## src/rtl/control_mem_access.sv

```systemverilog
// control_mem_access: memory-stage sequencer for direct/indirect loads and stores.
// Optional MEM_PROT_EN suppresses stores at or above PROT_BASE and flags prot_err.
module control_mem_access #(
   parameter int          RD_LAT    = 1,
   parameter logic [15:0] PROT_BASE = 16'hFE00
) (
   input  logic        clk,
   input  logic        rst,
   input  logic        start,
   input  logic        Mem_Control,
   input  logic        is_store,
   input  logic [15:0] M_Addr,
   input  logic [15:0] M_Data,
   input  logic [15:0] Data_dout,
   output logic [15:0] Data_addr,
   output logic [15:0] Data_din,
   output logic        Data_rd,
   output logic        Data_we,
   output logic [15:0] memory_dout,
   output logic        busy,
   output logic        done,
   output logic        prot_err
);
   localparam int CW = $clog2(RD_LAT + 1);
   typedef enum logic [2:0] {IDLE, IND_RD, DATA_RD, DATA_WR, DONE} state_t;
   state_t state, next;
   logic [CW-1:0] cnt;
   logic [15:0] a, d, ptr, last_addr, fa;
   logic ind, st, rd_last, prot;
   assign rd_last = cnt == CW'(RD_LAT - 1);
   assign fa = ind ? ptr : a;
`ifdef MEM_PROT_EN
   assign prot = st && fa >= PROT_BASE;
`else
   assign prot = 1'b0;
`endif
   assign busy = state != IDLE;
   assign done = state == DONE;
   assign prot_err = done && prot;
   always_ff @(posedge clk or negedge rst) begin
      if (!rst) begin
         state <= IDLE;
         cnt <= '0;
         a <= '0;
         d <= '0;
         ptr <= '0;
         ind <= 1'b0;
         st <= 1'b0;
         last_addr <= '0;
         memory_dout <= '0;
      end else begin
         state <= next;
         // cleared on every state change, saturates while waiting
         cnt <= (next != state) ? '0 : (cnt == CW'(RD_LAT) ? cnt : cnt + 1'b1);
         last_addr <= Data_addr;
         if (state == IDLE && start) begin
            a <= M_Addr;
            d <= M_Data;
            ind <= Mem_Control;
            st <= is_store;
         end
         if (state == IND_RD && rd_last) ptr <= Data_dout;
         if (state == DATA_RD && rd_last) memory_dout <= Data_dout;
      end
   end
   always_comb begin
      next = state;
      Data_addr = last_addr;
      Data_din = '0;
      Data_rd = 1'b1;
      Data_we = 1'b0;
      case (state)
         IDLE:    next = start ? (Mem_Control ? IND_RD : (is_store ? DATA_WR : DATA_RD)) : IDLE;
         IND_RD: begin
            Data_addr = a;
            next = rd_last ? (st ? DATA_WR : DATA_RD) : IND_RD;
         end
         DATA_RD: begin
            Data_addr = fa;
            next = rd_last ? DONE : DATA_RD;
         end
         DATA_WR: begin
            Data_addr = fa;
            Data_din = d;
            Data_rd = 1'b0;
            Data_we = !prot;
            next = DONE;
         end
         DONE:    next = IDLE;
         default: next = IDLE;
      endcase
   end
endmodule

```

## config.mk

```make
export PLATFORM = sky130hd
export DESIGN_NAME = control_mem_access
export DESIGN_NICKNAME = d
export VERILOG_FILES = /design/src/rtl/control_mem_access.sv
export SDC_FILE = /design/constraint.sdc
export NUM_CORES = 1
export LEC_CHECK = 0
export CAP_MARGIN = 0
export CORE_ASPECT_RATIO = 0.7
export CORE_MARGIN = 5
export CORE_UTILIZATION = 49
export DETAILED_ROUTE_END_ITERATION = 10
export PLACE_DENSITY_LB_ADDON = 0.1
export SYNTH_ARGS = -nofsm -noshare
export SYNTH_HDL_FRONTEND = slang
export SYNTH_SLANG_ARGS = --single-unit
```

## constraint.sdc

```tcl
create_clock -name clk -period 2.5 [get_ports clk]
set_input_delay 0.5 -clock clk [delete_from_list [all_inputs] [get_ports clk]]
set_output_delay 0.5 -clock clk [all_outputs]
set_load 0.005 [all_outputs]
```

# Word level (Yosys, flattened, before mapping)
# Index checks and enable logic that the tools add are counted.
[classes] n_mux=14 addsub=1 bitwise_logic=1 n_reduce_logical=6 eq_ne=5
[ops] op="16-bit 2-to-1 mux" n=2
[ops] op="16-bit case mux with 2 select lines" n=1
[ops] op="3-bit case mux with 4 select lines" n=1
[ops] op="3-bit by 2-bit == test with 1-bit output (second input constant)" n=2
[ops] op="1-bit 2-to-1 mux" n=6
[ops] op="2-bit 2-to-1 mux" n=3
[ops] op="3-bit by 1-bit == test with 1-bit output (second input constant)" n=1
[ops] op="3-bit == test (second input constant)" n=1
[ops] op="1-bit logical AND" n=3
[ops] op="3-bit zero test" n=1
[ops] op="3-bit 2-to-1 mux" n=1
[ops] op="3-bit != test" n=1
[ops] op="3-bit nonzero test" n=1
[ops] op="2-bit OR reduction" n=1
[ops] op="1-bit adder (second input constant)" n=1
[ops] op="1-bit inverter" n=1
[word_totals] regBits=86 wordCells=36 out_inout_bits=53 inputBits=53

# Depth between registers and ports, before layout
[logic_depth] depth_word=6 ltp_mapped=6 depth_no_buf=3

# Least setup slack after synthesis
# Ideal clock, no wire load.
[synth_path] kind="register to output" start="register ind" end="output Data_addr[0]" arrival_ps=1440 slack_ps=560 stages_incl_launch_ff=6 t_required_ps=2000 cell_sequence="dfrtp_1 buf_2 buf_1 mux2_2 a22oi_1 o21ai_0"
[synth_between] elab_chain_cells=2
[synth_rtl] element="start: declaration" line_no="29" text="logic ind, st, rd_last, prot;"
[synth_rtl] element="start signal: assignment" line_no="59" text="ind <= Mem_Control;"
[synth_rtl] element="16-bit 2-to-1 mux" line_no="31" text="assign fa = ind ? ptr : a;"
[synth_rtl] element="16-bit case mux with 2 select lines" line_no="72" text="case (state)"
[synth_rtl] element="end: declaration" line_no="15" text="output logic [15:0] Data_addr,"
# Every way passes these cells.

# Worst setup path in the final report
[layout_path] start="register ind" end="output Data_addr[12]"
# The elaborated chain is that of the path after synthesis.

==> impl_results.md <==
* DR DRC count at 0
* WP data arrival at ~2 ns
* Reg-to-reg endpoint: ptr[15]$_DFFE_PN0P_
* Top cells by area, synth: dfrtp_1, mux2_4, mux2_2
* Mean post-synth cell area at about 14 um^2
* Crit-path max FO at 6
* Initial Utilization at just over 50%
* Post-DP HPWL at about 6700 um
* Status: completed
* Post-synth ARST share at 100%
* Port bufs at around 100
* Period minus WS final at between 2 and 2.5 ns
* Worst setup margin at between 0.03 and 0.04 ns
* RSZ-0062 raised after global routing: yes
* Die height at around 85 um
* Cell Area, Synth at approximately 4000 um^2
* First-pass DRT Iterations at 4
* GRT Total Usage at between 20% and 30%
* Fin Clk Skew at between 0.005 and 0.006 ns
* Synth Register Bits at 86
* Lkg Pwr at 2.58 nW
* Clock-pin slew on the worst setup and hold paths at ~0.060 ns
* Power Dens Cells at approximately 1400 nW/um^2
* Mux share of post-synthesis cell area at between 20% and 30%
* Inserted Diodes at 0
* Total Power at roughly 7.6 mW
* Root Buffer: clkbuf_16
* Core Footprint at between 7000 and 8000 um^2
* Clock latency on the worst-skew pair at ~0.34 ns
* Period utilisation layout at a little over nine tenths
* Cell variety after synth at 29
* Compound-Gate Fraction of Synth Area at 8.99%
* Reg2reg start: state[0]$_DFF_PN0_
* Fillers at 569
* Fraction of layout cells with a size suffix above 1 at 35.0%
* Layout area overhead at 40.6%
* Share of the synthesized area in the top cell type at 54.1%
* Cell taking the most area after synthesis: dfrtp_1
* Setup violations, final at 0
* First-pass GRT wire length at roughly 16,000 um
* Clock Path Buffers at 2
* Fin nets at between 400 and 500
* Most frequent cell after synthesis: dfrtp_1
* Largest net degree at the start of global routing at 59
* Num Clock Sinks at 86
* Total Routed Length at about 10000 um
* Ys Warns at 0
* Avg WL per Cell at a little under 20 um
* Post-synth top cells: dfrtp_1, mux2_2, mux2_4
* Hold_buf cts at 0
* Top Ports at between 100 and 150
* Synth Area in Adders at 0%
* Number of synthesized flops with an enable pin at 0
* FP Rows at 27
* Initial antenna violation count at 0
* Worst VDD drop at 0.776 mV
* Vias in the first global route at 2,943
* Via-to-Cell Ratio at about 5.5
* Starting DRT DRC Count at 139
* Worst r2r path cells at 4
* Flop2flop setup slack at just over 0.5 ns
* HP Class: in -> async
* Post-Synth XOR/XNOR Area at 0%
* Slew HR at around half
* Fmax at ~410 MHz
* Max-slew violations at 0
* Full die area at 10,100 um^2
* WP data required at approximately 2.0 ns
* Fin cells at 507
* CTS tree: done
* Post-Synth Simple-Gate Area at 5.97%
* Final RePlAce weighted congestion at 0.737
* Worst-Margin Slew at about 0.75 ns
* DR WL met2 at about 4500 um
* # placed instances at between 400 and 500
* Critical path class: reg -> out
* WL met3 at between 500 and 600 um
* Final ANT Viol Nets at 0
* Max-Cap Viols at 0
* CP startpoint kind: flip-flop
* Htree depth at 3
* Post-Synthesis Cells at 280
* Chip Width at 118 um
* Via count at approximately 2,800
* Grt total ovfl at 0
* Met1 Wirelength at between 4000 and 5000 um
* Largest family of logic cells by synthesized area: multiplexers
* Crit end category: output port
* Final hold vios at 0
* Syn_nets at between 300 and 400
* Top layer in use: met4
* Sequential-to-total area share from yosys stat at a little over half
* Placement Setup Slack at 0.279 ns
* Cts bufs inserted at 9
* Top FF cell, synth: dfrtp_1
==> cells in the final DEF, fill, tap and decap left out, types with 2 or more instances in the layout <==
cell              n
a22oi_2           3
nor3b_1           2
clkbuf_16         9
o21ai_2           4
nor2_1            2
inv_1             2
dlygate4sd2_1     3
clkinv_4          2
clkinv_2          2
clkdlybuf4s50_1  88
mux2_2           42
buf_4            25
o21ai_1          11
a21oi_1           2
o21ai_0           5
mux2_4           40
dlymetal6s2s_1   12
dfrtp_1          86
and3_1           16
buf_6             4
a22oi_1          29
==> final cells by class <==
cell class                 instances  area (um^2)  area share (%)
tap                              101          126            2.26
clock inverter                     7         73.8            1.32
inverter                           3         11.3           0.201
sequential                        86         2150            38.5
timing repair buffer             132         1290            23.0
multi-input combinational        169         1720            30.7
clock buffer                       9          225            4.02
==> power by group <==
| group | internal (mW) | total (mW) | switching (mW) |
|---|---|---|---|
| clock network | 0.777 | 1.34 | 0.564 |
| logic | 2.27 | 3.71 | 1.44 |
| registers | 2.11 | 2.57 | 0.459 |
==> state kept, by name, indices dropped and copies added, names as in the netlist <==
register and flops:
last_addr 16, state 3, a 16, ind 1
d 16, memory_dout 16, ptr 16, cnt 1
st 1
==> worst max path at each step <==
stage                             startpoint       endpoint  slack [ns]  depth (start not counted)
after floorplan              ind$_DFFE_PN0P_   Data_addr[0]        0.56                          5
after global placement    state[2]$_DFF_PN0_  Data_addr[12]        0.24                          5
after detailed placement     ind$_DFFE_PN0P_  Data_addr[12]        0.28                          5
after CTS                    ind$_DFFE_PN0P_  Data_addr[13]     0.00005                          5
after global routing         ind$_DFFE_PN0P_  Data_addr[12]       -0.05                          7
final                        ind$_DFFE_PN0P_  Data_addr[12]        0.03                          7
==> kinds of logic after synthesis <==
logic type / after synthesis
flip-flops: 86
multiplexers: 82
AO/OA/AOI/OAI: 55
AND/OR/NAND/NOR: 31
buffers and inverters: 25
other: 1
==> worst max-delay path, stage by stage (launching register included) <==
cell           delay [ns]
dfrtp_1              0.40
buf_4                0.14
buf_6                0.12
buf_4                0.13
mux2_2               0.28
a22oi_2              0.17
o21ai_2              0.10
dlygate4sd2_1        0.28
==> routing by layer <==
layer,up-vias,track usage (%)
met2,73,29.9
met3,7,8.19
met4,0,4.06
met5,-,0
li1,1274,-
met1,1412,27.9
==> stage by stage <==
| stage | hold WS [ns] | cell area [um^2] | util, % | setup TNS [ns] |
|---|---|---|---|---|
| 2_1_floorplan | 0.204 | 3980 | - | 0 |
| 3_3_place_gp | 0.485 | 5140 | 65.0 | 0 |
| 3_5_place_dp | 0.487 | 5140 | 65.0 | 0 |
| 4_1_cts | 0.245 | 5460 | 69.0 | 0 |
| 5_1_grt | 0.288 | 5600 | 70.8 | -0.0663 |
| 6_report | 0.214 | 5600 | 70.8 | 0 |
==> what timing repair did <==
action / 4_1_cts / 5_1_grt
setup endpoints to repair: 15 / 15
gates resized for setup: 20 / 26
buffers inserted: 1 / 8
pin swaps: 0 / 2
gates cloned: 0 / 1
Power figures use the tool's default switching activity.
